## src/rtl/top.sv

```systemverilog
// Sine demonstrator display: folds the button angle onto a quarter-wave
// table and scans sign/angle and sin(angle) onto two 7-segment banks.
module top #(
    parameter int SCAN_DIV = 4
) (
    input  logic       CLK,
    input  logic       Reset,
    input  logic [7:0] buttons,
    output logic [7:0] LED_ENCODE1,
    output logic [7:0] LED_ENCODE2,
    output logic [7:0] LED_SELECT
);

    localparam int DW = (SCAN_DIV > 1) ? $clog2(SCAN_DIV) : 1;
    localparam logic [DW-1:0] DIV_LAST = DW'(SCAN_DIV - 1);

    // round(sin(i deg) * 1000), i = 0..90
    localparam logic [9:0] SIN_ROM [0:90] = '{
        10'd0,   10'd17,  10'd35,  10'd52,  10'd70,
        10'd87,  10'd105, 10'd122, 10'd139, 10'd156,
        10'd174, 10'd191, 10'd208, 10'd225, 10'd242,
        10'd259, 10'd276, 10'd292, 10'd309, 10'd326,
        10'd342, 10'd358, 10'd375, 10'd391, 10'd407,
        10'd423, 10'd438, 10'd454, 10'd469, 10'd485,
        10'd500, 10'd515, 10'd530, 10'd545, 10'd559,
        10'd574, 10'd588, 10'd602, 10'd616, 10'd629,
        10'd643, 10'd656, 10'd669, 10'd682, 10'd695,
        10'd707, 10'd719, 10'd731, 10'd743, 10'd755,
        10'd766, 10'd777, 10'd788, 10'd799, 10'd809,
        10'd819, 10'd829, 10'd839, 10'd848, 10'd857,
        10'd866, 10'd875, 10'd883, 10'd891, 10'd899,
        10'd906, 10'd914, 10'd921, 10'd927, 10'd934,
        10'd940, 10'd946, 10'd951, 10'd956, 10'd961,
        10'd966, 10'd970, 10'd974, 10'd978, 10'd982,
        10'd985, 10'd988, 10'd990, 10'd993, 10'd995,
        10'd996, 10'd998, 10'd999, 10'd999, 10'd1000,
        10'd1000
    };

    function automatic logic [7:0] glyph(input logic [3:0] d);
        logic [7:0] g;
        case (d)
            4'd0:    g = 8'h3F;
            4'd1:    g = 8'h06;
            4'd2:    g = 8'h5B;
            4'd3:    g = 8'h4F;
            4'd4:    g = 8'h66;
            4'd5:    g = 8'h6D;
            4'd6:    g = 8'h7D;
            4'd7:    g = 8'h07;
            4'd8:    g = 8'h7F;
            4'd9:    g = 8'h6F;
            default: g = 8'h00;
        endcase
        return g;
    endfunction

    logic [DW-1:0] div_q;
    logic [1:0]    slot_q;
    logic [7:0]    ang_q;

    logic [6:0] idx;
    logic       neg_fold;
    logic [9:0] mag;
    logic [9:0] frac;
    logic       int_dig;
    logic       neg;
    logic [7:0] dig [0:7];

    always_comb begin
        idx      = ang_q[6:0];
        neg_fold = 1'b0;
        if (ang_q <= 8'd90) begin
            idx = ang_q[6:0];
        end else if (ang_q <= 8'd180) begin
            idx = 7'(8'd180 - ang_q);
        end else begin
            idx      = 7'(ang_q - 8'd180);
            neg_fold = 1'b1;
        end
    end

    assign mag     = (idx <= 7'd90) ? SIN_ROM[idx] : 10'd0;
    assign int_dig = (mag == 10'd1000);
    assign frac    = int_dig ? 10'd0 : mag;
    // sin(180) folds to zero: never show "-0.000"
    assign neg     = neg_fold && (mag != 10'd0);

    always_comb begin
        dig[7] = neg ? 8'h40 : 8'h00;
        dig[6] = glyph(4'(ang_q / 8'd100));
        dig[5] = glyph(4'((ang_q / 8'd10) % 8'd10));
        dig[4] = glyph(4'(ang_q % 8'd10));
        dig[3] = glyph({3'b000, int_dig}) | 8'h80;
        dig[2] = glyph(4'(frac / 10'd100));
        dig[1] = glyph(4'((frac / 10'd10) % 10'd10));
        dig[0] = glyph(4'(frac % 10'd10));
    end

    always_ff @(posedge CLK) begin
        if (Reset) begin
            div_q       <= '0;
            slot_q      <= 2'd0;
            ang_q       <= 8'd0;
            LED_SELECT  <= 8'h00;
            LED_ENCODE1 <= 8'h00;
            LED_ENCODE2 <= 8'h00;
        end else begin
            ang_q <= buttons;
            if (div_q == DIV_LAST) begin
                div_q  <= '0;
                slot_q <= slot_q + 2'd1;
            end else begin
                div_q <= div_q + 1'b1;
            end
            // slot S drives digit 7-S on the left and 3-S on the right
            LED_SELECT  <= (8'h80 >> slot_q) | (8'h08 >> slot_q);
            LED_ENCODE1 <= dig[{1'b1, ~slot_q}];
            LED_ENCODE2 <= dig[{1'b0, ~slot_q}];
        end
    end

endmodule

```

## config.mk

```make
export PLATFORM = sky130hd
export DESIGN_NAME = top
export DESIGN_NICKNAME = d
export VERILOG_FILES = /design/src/rtl/top.sv
export SDC_FILE = /design/constraint.sdc
export NUM_CORES = 1
export LEC_CHECK = 0
export BUFFER_PORTS_ARGS = -buffer_cell sky130_fd_sc_hd__buf_2
export CAP_MARGIN = 20
export CORE_ASPECT_RATIO = 0.8
export CORE_UTILIZATION = 62
export CTS_CLUSTER_SIZE = 28
export DETAILED_ROUTE_END_ITERATION = 16
export PLACE_DENSITY = 0.8
export SLEW_MARGIN = 20
export SYNTH_ARGS = -nofsm -noshare
export SYNTH_HDL_FRONTEND = slang
export SYNTH_SLANG_ARGS = --single-unit
export TNS_END_PERCENT = 10
```

## constraint.sdc

```tcl
create_clock -name CLK -period 16.8 [get_ports CLK]
set_input_delay 0.84 -clock CLK [delete_from_list [all_inputs] [get_ports CLK]]
set_output_delay 0.84 -clock CLK [all_outputs]
set_load 0.03 [all_outputs]
```

; ---- After elaboration in Yosys (flattened, before gate mapping)
; Memories as Yosys holds them, arrays and structs flattened.
; Cells that the tools add are included.
[word_totals]
in_bits = 10
mem_count = 7
regBits = 36
out_inout_bits = 24
mem_bits_ro = 1952
wordCells = 60
[mem_list]
columns = memory, words, width, read_ports, rd_clocked_by_memory_dff, write_ports, line
row1 = (no name shown), 128, 10, 1, 0, 0, 83  ; assign mag = (idx <= 7'd90) ? SIN_ROM[idx] : 10'd0;
row2 = (no name shown), 16, 7, 1, 0, 0, 42  ; case (d)
row3 = (no name shown), 16, 7, 1, 0, 0, 42
row4 = (no name shown), 16, 7, 1, 0, 0, 42
row5 = (no name shown), 16, 7, 1, 0, 0, 42
row6 = (no name shown), 16, 7, 1, 0, 0, 42
row7 = 1 more memories, -, -, -, -, -, -
[op_classes]
n_shift = 2
mux = 16
bitwise = 6
n_addsub = 4
eq_ne = 2
magnitude_cmp = 6
div = 8
n_reduce_logical = 3
[ops]
columns = cell, count
row1 = binary-select mux 8 bit (select 3 bit), 2
row2 = two-way mux 10 bit, 4
row3 = two-way mux 8 bit, 4
row4 = two-way mux 7 bit, 3
row5 = "modulo 10 x 4 -> 10 bit, second input constant", 2
row6 = "modulo 8 x 4 -> 8 bit, second input constant", 2
row7 = case mux 7 bit (2 select lines), 1
row8 = "divider 10 x 4 -> 10 bit, second input constant", 1
row9 = "divider 10 x 7 -> 10 bit, second input constant", 1
row10 = "equality test 10 bit, second input constant", 1
row11 = nonzero test 10 bit, 1
row12 = "divider 8 x 4 -> 8 bit, second input constant", 1
row13 = "divider 8 x 7 -> 8 bit, second input constant", 1
row14 = ">= comparator 4 bit, second input constant", 2
row15 = ">= comparator 8 bit, second input constant", 1
row16 = "<= comparator 8 x 7 -> 1 bit, second input constant", 1
row17 = "<= comparator 8 bit, second input constant", 1
row18 = NOT 7 -> 8 bit, 1
row19 = OR 8 bit, 1
row20 = "right shift 4 x 2 -> 8 bit, first input constant", 1
row21 = "right shift 8 x 2 -> 8 bit, first input constant", 1
row22 = "<= comparator 7 bit, second input constant", 1
row23 = "subtractor 6 x 7 -> 7 bit, first input constant", 1
row24 = "subtractor 7 x 6 -> 7 bit, second input constant", 1
row25 = other kinds (9), 11

; ---- Longest topological paths before layout
; Gate-level depths: netlist of run 1.
; An unclocked memory read counts as a cell.
[depth]
ltp_word = 16
mapped_depth = 45
depth_no_buf = 40

; ---- Worst setup path before layout of run 1
; OpenSTA, ideal clock, no wires.
[synth_timing]
path_type = reg2reg
startpoint = register ang_q[3]
endpoint = register LED_ENCODE2[6]
setup_time_ps = 91
stages_incl_launch_ff = 39
arrival_time_ps = 9367
slack_ps = 7342
t_required_ps = 16709
period_less_slack_ps = 9458
path_buffers = 6
cell_sequence = dfxtp_1 clkbuf_1 clkinv_1 ha_1 nand4b_1 a2bb2oi_4 a2bb2oi_2 nand2_1 clkbuf_1 ha_1 nor3_1 and3_1 nor4b_2 a211o_1 nor2_1 a32oi_1 and2_1 buf_2 (+3 left out) or4b_1 a221oi_2 o221ai_2 o211ai_1 nand2_1 ha_1 a211o_1 a21o_1 or4_1 buf_2 a2111o_1 or2_0 buf_2 a21oi_1 inv_1 ha_1 o211a_1 a311oi_1
[synth_between]
elab_chain_cells = 16
elab_cells_between_ends = 36
classes_between = add/sub (2) / div (8) / order compare (3) / eq/ne (1) / mux (12) / bitwise (1) / reduce/logical (2) / memory (7)
[synth_rtl]
columns = element, line
row1 = start: declaration, 60  ; logic [7:0] ang_q;
row2 = start signal: assignment, 109  ; ang_q <= buttons;
row3 = "subtractor 7 x 6 -> 7 bit, or another cell as far along", 78  ; idx = 7'(ang_q - 8'd180);
row4 = two-way mux 7 bit, 75  ; end else if (ang_q <= 8'd180) begin
row5 = two-way mux 7 bit, 73  ; if (ang_q <= 8'd90) begin
row6 = NOT 7 -> 8 bit (not written as such), 83
row7 = memory (128 x 10 bit), -
row8 = two-way mux 10 bit (not written as such) (2 in series), 83
row9 = two-way mux 10 bit, 83
row10 = equality test 10 bit, 84  ; assign int_dig = (mag == 10'd1000);
row11 = two-way mux 10 bit, 85  ; assign frac = int_dig ? 10'd0 : mag;
row12 = divider 10 x 4 -> 10 bit, 96  ; dig[1] = glyph(4'((frac / 10'd10) % 10'd10));
row13 = modulo 10 x 4 -> 10 bit, 96
row14 = memory (16 x 7 bit), -
row15 = binary-select mux 8 bit (select 3 bit) *, 119  ; LED_ENCODE2 <= dig[{1'b0, ~slot_q}];
row16 = two-way mux 8 bit (not written as such) * (2 in series), 119
row17 = end signal: assignment, 119
row18 = end: declaration, 10  ; output logic [7:0] LED_ENCODE2,
; Every way passes the cells marked *; elsewhere a longest branch is shown, timed or not. The select of a mux whose other input is x is not followed.
; A chain may end at the register's enable or synchronous reset.

; ---- Worst setup path in the final report of run 1
[layout_timing]
startpoint = register ang_q[2]
endpoint = register LED_ENCODE2[6]
; Same word-level chain as after synthesis.

==> results.py, run 1 <==
metrics = {
    "min_path": {
        "hp-class": "flip-flop to flip-flop",
        "hold_path_startpoint": "div_q[0]",
    },
    "worst_setup_path": {
        "cpPeakStageDelay_ns": 0.79,
        "path_max_fanout": 19,
        "cp.required_ns": 16.99,
        "worst_path_max_delay_cell": "dfxtp_1",
        "startpoint_type": "flip-flop",
        "worstSetupStartpoint": "ang_q[2]",
        "arrival_ns": 11.89,
        "path_class": "flip-flop to flip-flop",
        "r2r-start": "ang_q[2]",
        "cpMostUsedCell": "ha_1",
        "cp-end-kind": "flip-flop",
    },
    "sta": {
        "fin_setup_tns_ns": 0,
        "worst_clock_skew_ns": 0.005032,
        "hold_viol": 0,
        "worst_pin_slew_ns": 1.022,
        "whs_ns": 0.4216,
        "setup_viol": 0,
        "slew_headroom_pct": 31.87,
        "fin_crit_ns": 11.71,
        "post-route-period-util_pct": 69.69,
        "grt_setup_unrepaired": "no",
        "slew_viol_final": 0,
        "max_freq_ghz": 0.08541,
    },
    "synthesis": {
        "yosys-mux-area-fraction_pct": 3.726,
        "synth_edf_count": 0,
        "netlist_instances": 983,
        "yosys_warnings": 0,
        "synth_xor_area_share_pct": 2.772,
        "synth_cell_type_count": 106,
        "synth-async-reset-ratio_pct": 0,
        "netlist_area_sq_um": 6952,
        "yosysTopAreaCell": "ha_1",
        "ys_top_cells_by_area": "ha_1 13%, dfxtp_1 8.6%, o21ai_0 5.1%, a21oi_1 5.0%, nor2_1 4.3%",
        "yosys.area_share.simple_pct": 25.04,
        "yosys.area_share.adder_pct": 12.89,
        "syn_nets": 1063,
        "ys_seq_area_share_pct": 8.639,
        "synth_top_family_by_area": "compound AO/OA/AOI/OAI gates",
        "synth_top_cell_area_share_pct": 12.60,
        "synth-seq-cells": 30,
        "synth_compound_area_share_pct": 39.74,
        "syn_avg_cell_area_sq_um": 7.072,
        "synth_ff_type": "dfxtp_1",
    },
    "global_routing": {
        "track_usage_pct": 35.20,
        "grt_max_degree": 38,
        "grt_antenna_before_repair": 0,
        "grt_pass1_vias": 6809,
        "grt_pass1_wl_microns": 34260,
        "grt-ovfl-total": 0,
    },
    "status": {
        "status": "completed",
    },
    "routing": {
        "ant_nets": 0,
        "routed_wirelength_microns": 20740,
        "post_drt_via_cell_ratio": 7.100,
        "avgRoutedWirePerCell_microns": 18.78,
        "drt_first_pass_iters": 8,
        "drcViolationCount": 0,
        "vias": 7838,
        "drt_iter0_markers": 1207,
    },
    "final_layout": {
        "layout-drive-gt1-share_pct": 10.21,
        "finalNetCount": 1039,
        "final_cell_mix": "79 x nor2_1, 77 x nand2_1, 71 x o21ai_0",
        "area_growth_pct": 2.970,
        "postLayoutCoreUtil_pct": 65.73,
        "antenna_cells": 0,
        "final_common_cell": "nor2_1",
    },
    "flow_run": {
        "drv_cap": 0,
    },
    "cts": {
        "post-cts-setup-buffers": 0,
        "cts_buffer_depth": 2,
        "clk_pin_slew_ns": 0.05,
        "cts_resized": 0,
        "cts_buffers": 5,
        "clock_sinks": 30,
        "cts_tree": "done",
        "htree_levels": 2,
        "cts-root-buf": "clkbuf_16",
        "clock_latency_ns": 0.27,
        "cts_hold_buffers": 0,
    },
    "floorplan": {
        "num_rows": 34,
        "start_util_pct": 63.83,
        "core_sq_um": 10890,
        "fp.dieW_microns": 120.4,
        "ios": 34,
        "die_area_sq_um": 11640,
        "die_h_microns": 96.71,
    },
    "place": {
        "port_buffers": 32,
        "dp_hpwl_microns": 15190,
        "routabilityCongestion": 0.9914,
    },
    "power_and_ir_drop": {
        "max-vdd-ir-drop_mv": 0.2658,
        "total_leakage_power_uw": 0.002862,
        "powerDensity_nw_per_um2": 150.8,
    },
}
## critical path, delay by kind of cell, from the launching register on
kind	cells	cell delay [ns]
AOI/OAI and AO/OA	17	5.21
DFF	1	0.79
adders and majority gates	5	1.57
and+or+nand+nor	8	3.23
buffers and inverters	3	0.79
## cells in the mapped netlist, types with 5 or more instances
master,number
a211o_1,5
a211oi_1,17
a21o_1,11
a21oi_1,70
a22oi_1,8
a311oi_1,13
a31oi_1,30
a32oi_1,8
and2_1,12
and3_1,9
buf_2,22
buf_4,8
clkbuf_1,33
dfxtp_1,30
ha_1,70
inv_1,42
inv_2,5
mux2_2,7
mux2i_1,18
nand2_1,77
nand2b_1,9
nand3_1,35
nand4_1,8
nor2_1,79
nor2b_1,17
nor3_1,37
nor3b_1,5
nor4_1,6
o211a_1,8
o211ai_1,16
o21a_1,13
o21ai_0,71
o21ai_1,9
o221ai_1,6
o22ai_1,9
o31a_1,6
o31ai_1,10
or2_2,9
or3_1,8
xnor2_1,19
## path summary, 6_finish.rpt
| path | end | slack, ns | depth (start not counted) |
|---|---|---|---|
| worst max register to register | LED_ENCODE2[6] | 5.09 | 33 |
| worst min register to register | div_q[0] | 0.42 | 1 |
| worst max-delay path | LED_ENCODE2[6] | 5.09 | 33 |
| worst min-delay path | div_q[0] | 0.42 | 1 |
## kinds of logic (layout without fill, tap and decap cells)
kind of cell	count (synthesis)	in the layout
AOI/OAI and AO/OA	380	380
xor gates and xnor gates	22	22
adders and majority gates	72	72
buffers and inverters	115	92
DFF	30	30
muxes	25	25
other	1	1
and+or+nand+nor	338	338
## power breakdown
group	total, uW	internal, uW	switching (uW)
logic	906	325	581
registers	83.6	76.0	7.61
clock network	90.2	58.5	31.7
total	1080	459	620
## state kept, by name, summed over array words and instances, names as in the netlist
register / flops
ang_q: 8
LED_ENCODE1: 7
LED_ENCODE2: 7
LED_SELECT: 4
div_q: 2
slot_q: 2
## per-layer routing
layer  part of all wire (%)  GRT usage [%]
met4                    1.6          7.407
met1                     46          53.75
met5                      0              0
met3                     12          7.960
met2                     41          49.38
## layout make-up
cell class	instances	area, sq um
fillers	976	3732
well taps	144	180.2
repair buffers	35	182.7
clock buffers	6	138.9
clock inverters	2	12.51
inverters	49	183.9
flip-flops and latches	30	600.6
multi-input cells	838	5859
## metrics by stage
step                      instance area, sq um  cells  setup slack, ns  total power, uW
final                                     7158   1104            5.092             1080
after detailed placement                  7007   1096            5.382            959.4
after CTS                                 7158   1104            5.366             1056
after global placement                    7007   1096            5.758            959.8
after global routing                      7158   1104            4.312             1172
after floorplan                           6952    983            7.342            802.2
(Power assumes the default switching activity.)
==> run 2, diff against run 1 <==
Clock period 16.8 ns to 11.7 ns, I/O delays scaled along.
==> run 2 against run 1 <==
Compared with the run above: total power rose by 45%; maximum frequency rose by 7.2%; sequential share of layout area fell by 0.052 points; clock skew fell by 0.0027 ns; critical endpoint unchanged; highest routed layer unchanged.
==> results.py, run 2 (same netlist as run 1, synthesis figures left out) <==
metrics = {
    "floorplan": {
        "ios": 34,
        "fp.dieW_microns": 120.4,
        "die_h_microns": 96.71,
        "core_sq_um": 10890,
        "num_rows": 34,
        "start_util_pct": 63.83,
        "die_area_sq_um": 11640,
    },
    "status": {
        "status": "completed",
    },
    "routing": {
        "drcViolationCount": 0,
        "post_drt_via_cell_ratio": 7.067,
        "drt_first_pass_iters": 6,
        "vias": 7844,
        "drt_iter0_markers": 1070,
        "avgRoutedWirePerCell_microns": 18.69,
        "routed_wirelength_microns": 20750,
        "ant_nets": 0,
    },
    "worst_setup_path": {
        "startpoint_type": "flip-flop",
        "cp.required_ns": 11.89,
        "cpPeakStageDelay_ns": 0.65,
        "crit_family": "compound AO/OA/AOI/OAI gates",
        "cp-end-kind": "flip-flop",
        "path_max_fanout": 37,
        "worst_path_max_delay_cell": "or4_1",
        "path_class": "flip-flop to flip-flop",
        "arrival_ns": 11.11,
        "cpMostUsedCell": "ha_1",
        "cp_num_buf_inv": 2,
    },
    "cts": {
        "cts-root-buf": "clkbuf_16",
        "cts_resized": 0,
        "cts_buffers": 5,
        "clk_pin_slew_ns": 0.05,
        "cts_hold_buffers": 0,
        "clock_sinks": 30,
        "cts_buffer_depth": 2,
        "clock_latency_ns": 0.28,
        "post-cts-setup-buffers": 0,
        "htree_levels": 2,
        "cts_tree": "done",
    },
    "sta": {
        "post-route-period-util_pct": 93.32,
        "fin_setup_tns_ns": 0,
        "slew_headroom_pct": 32.81,
        "slew_viol_final": 0,
        "fin_crit_ns": 10.92,
        "worst_pin_slew_ns": 1.008,
        "worst_clock_skew_ns": 0.002287,
        "grt_setup_unrepaired": "no",
        "setup_viol": 0,
        "max_freq_ghz": 0.09159,
        "hold_viol": 0,
    },
    "min_path": {
        "hp-class": "flip-flop to flip-flop",
    },
    "final_layout": {
        "top_regs": "ang_q x8, LED_ENCODE1 x7, LED_ENCODE2 x7",
        "final_common_cell": "nor2_1",
        "fillers": 982,
        "largest_register_ffs": 8,
        "area_growth_pct": 3.618,
        "layout-drive-gt1-share_pct": 10.77,
        "final_cell_mix": "79 x nor2_1, 77 x nand2_1, 71 x o21ai_0",
        "multi_input_area_sq_um": 5859,
        "antenna_cells": 0,
        "final_cells": 1110,
        "ff_latch_area_sq_um": 600.6,
        "finalNetCount": 1045,
        "regMostFlops": "ang_q",
    },
    "place": {
        "place_inst": 1102,
        "routabilityCongestion": 0.9659,
        "dp_hpwl_microns": 15100,
        "port_buffers": 32,
    },
    "flow_run": {
        "drv_cap": 0,
    },
    "global_routing": {
        "grt_antenna_before_repair": 0,
        "grt_max_degree": 38,
        "grt_pass1_wl_microns": 34000,
        "grt-ovfl-total": 0,
        "track_usage_pct": 34.99,
        "grt_pass1_vias": 6799,
    },
    "power_and_ir_drop": {
        "total_leakage_power_uw": 0.002891,
        "powerDensity_nw_per_um2": 217.7,
        "max-vdd-ir-drop_mv": 0.4376,
        "totalPowerFinal_uw": 1568,
    },
}
[run 2: where the power goes]
group          switching, uW  internal (uW)
clock                   46.8           84.1
sequential              8.80            109
combinational            846            473
[run 2: stage by stage]
stage	util, %	instance area (sq um)	setup WS [ns]	hold WS, ns
3_3_place_gp	64.75	7052	1.487	0.4160
6_report	66.14	7203	0.7817	0.4421
3_5_place_dp	64.75	7052	1.135	0.4463
2_1_floorplan	-	6952	2.242	0.4043
4_1_cts	66.14	7203	1.111	0.4536
5_1_grt	66.14	7203	0.2430	0.4591
[run 2: worst paths after layout]
kind / to / startpoint / slack (ns) / cells after the start
setup reg to reg: LED_ENCODE2[6] / ang_q[3] / 0.78 / 30
setup / recovery: LED_ENCODE2[6] / ang_q[3] / 0.78 / 30
hold / removal: div_q[0] / div_q[0] / 0.44 / 1
hold reg to reg: div_q[0] / div_q[0] / 0.44 / 1
[run 2: routing by layer]
layer	wire [microns]	track usage [%]
met1	9743	53.65
met5	0	0
met2	8543	50.31
met4	342	7.407
met3	2120	5.837
[run 2: area by class of cell]
| type | instances | area share (%) |
|---|---|---|
| clock buffers | 6 | 1.928 |
| clock inverters | 2 | 0.1737 |
| inverters | 49 | 2.553 |
| multi-input cells | 838 | 81.34 |
| flip-flops and latches | 30 | 8.338 |
| well taps | 144 | 2.501 |
| repair buffers | 41 | 3.161 |
==> run 3, diff against run 2 <==
Settings changed: CORE_UTILIZATION 62 to 58, PLACE_DENSITY 0.8 to 0.79.
Clock period 11.7 ns to 9.9 ns, I/O delays scaled along.
==> run 3 against run 2 <==
Compared with the run above: final cell count grew 2.4%; critical path type unchanged; hold slack lost 0.017 ns; global-route usage shrank 1.5 points; utilization shrank 2.4 points; clock-buffer cell count is the same; total power grew 20%; highest routed layer unchanged; critical endpoint unchanged; wire length grew 3.3%; via count grew 1.4%.
==> results.py, run 3 (same netlist as run 1, synthesis figures left out) <==
metrics = {
    "final_layout": {
        "stdcell_area_sq_um": 7400,
        "final_common_cell": "nor2_1",
        "finalNetCount": 1068,
        "regMostFlops": "ang_q",
        "area_growth_pct": 6.444,
        "antenna_cells": 0,
        "ff_latch_area_sq_um": 601.8,
        "final_cell_mix": "79 x nor2_1, 77 x nand2_1, 71 x o21ai_0",
        "multi_input_area_sq_um": 5877,
        "top_regs": "ang_q x8, LED_ENCODE1 x7, LED_ENCODE2 x7",
        "layout-drive-gt1-share_pct": 13.25,
        "fillers": 1039,
        "largest_register_ffs": 8,
    },
    "sta": {
        "fin_setup_tns_ns": 0,
        "hold_viol": 0,
        "grt_setup_unrepaired": "no",
        "worst_pin_slew_ns": 0.9959,
        "worst_clock_skew_ns": 0.005335,
        "fin_ws_ns": 0.4229,
        "setup_viol": 0,
        "fin_crit_ns": 9.477,
        "slew_headroom_pct": 33.61,
        "post-route-period-util_pct": 95.73,
        "whs_ns": 0.4256,
        "slew_viol_final": 0,
        "max_freq_ghz": 0.1055,
    },
    "cts": {
        "cts_buffer_depth": 2,
        "cts_tree": "done",
        "cts_hold_buffers": 0,
        "cts-root-buf": "clkbuf_16",
        "clock_latency_ns": 0.28,
        "clock_sinks": 30,
        "htree_levels": 2,
        "cts_buffers": 5,
        "clk_pin_slew_ns": 0.05,
    },
    "floorplan": {
        "num_rows": 35,
        "ios": 34,
        "core_sq_um": 11600,
        "start_util_pct": 59.90,
        "fp.dieW_microns": 124.4,
        "die_area_sq_um": 12430,
        "die_h_microns": 99.92,
    },
    "place": {
        "dpl_cell_area_sq_um": 7214,
        "dp_slack_ns": 0.4439,
        "routabilityCongestion": 1.013,
        "port_buffers": 32,
        "dp_hpwl_microns": 15850,
    },
    "min_path": {
        "min_to": "ang_q[0]",
        "hold_path_startpoint": "buttons[0]",
        "hp-class": "primary input to flip-flop",
        "hold_depth": 2,
    },
    "power_and_ir_drop": {
        "max-vdd-ir-drop_mv": 0.3608,
        "powerDensity_nw_per_um2": 253.3,
        "total_leakage_power_uw": 0.003004,
    },
    "worst_setup_path": {
        "cp.required_ns": 10.08,
        "path_class": "flip-flop to flip-flop",
        "worstSetupStartpoint": "ang_q[3]",
        "startpoint_type": "flip-flop",
        "r2r_cells": 32,
        "r2r-end": "LED_ENCODE2[6]",
        "cpPeakStageDelay_ns": 0.66,
        "r2r-start": "ang_q[3]",
        "arrival_ns": 9.66,
        "worst_path_max_delay_cell": "or4_1",
        "cp-end-kind": "flip-flop",
        "r2r_setup_slack_ns": 0.42,
        "cpMostUsedCell": "ha_1",
        "path_max_fanout": 13,
    },
    "global_routing": {
        "grt_pass1_vias": 7071,
        "grt_antenna_before_repair": 0,
        "track_usage_pct": 33.53,
        "grt_pass1_wl_microns": 35160,
        "grt-ovfl-total": 0,
        "grt_max_degree": 32,
    },
    "routing": {
        "post_drt_via_cell_ratio": 6.996,
        "routed_wirelength_microns": 21430,
        "ant_nets": 0,
        "drt_first_pass_iters": 7,
        "drcViolationCount": 0,
        "drt_iter0_markers": 1253,
        "avgRoutedWirePerCell_microns": 18.85,
        "vias": 7954,
    },
    "flow_run": {
        "drv_cap": 0,
    },
    "status": {
        "status": "completed",
    },
}
-- run 3: worst max path at each step --
stage	slack (ns)	cells after the start	to
final	0.42	32	LED_ENCODE2[6]
after global routing	0.009	37	LED_ENCODE2[6]
after CTS	0.42	37	LED_ENCODE2[6]
after floorplan	0.44	38	LED_ENCODE2[6]
after global placement	0.70	31	LED_ENCODE2[6]
after detailed placement	0.44	37	LED_ENCODE2[6]
-- run 3: repair_timing --
action	4_1_cts	5_1_grt
setup endpoints to repair	0	7
setup buffers	0	2
resized for setup	0	4
-- run 3: per-layer routing --
metal  vias up  share of wire (%)  track usage (%)
met5         -                  0                0
met4         0                2.5            8.712
met3        62                 11            5.544
met2       501                 41            50.53
met1      3640                 45            49.06
li1       3751                  -                -
-- run 3: stage by stage --
step | power (uW) | util, % | std cells
floorplan | 1361 | - | 983
global placement | 1661 | 62.17 | 1127
detailed placement | 1663 | 62.17 | 1127
CTS | 1835 | 63.47 | 1135
global route | 2046 | 63.76 | 1137
finish | 1874 | 63.76 | 1137
-- run 3: layout make-up --
class	count	share of cell area, %
Clock buffer	6	1.877
Clock inverter	2	0.1691
Inverter	49	2.486
Multi-Input combinational cell	838	79.42
Sequential cell	30	8.133
Tap cell	148	2.503
Timing Repair Buffer	64	5.411
-- run 3: power breakdown --
part / total [uW] / switching [uW] / internal [uW] / leakage [uW]
clock network: 155 / 55.4 / 99.4 / 0.0000729
registers: 138 / 8.60 / 129 / 0.000248
logic: 1580 / 1000 / 582 / 0.00268
total: 1870 / 1060 / 811 / 0.00300
-- run 3: worst max-delay path: cells and delay by family (launching register included) --
family | cells | cell delay [ns]
buf+inv | 4 | 0.81
compound gates | 15 | 4.10
simple gates | 9 | 3.03
fa+ha+maj | 4 | 0.96
flops | 1 | 0.46
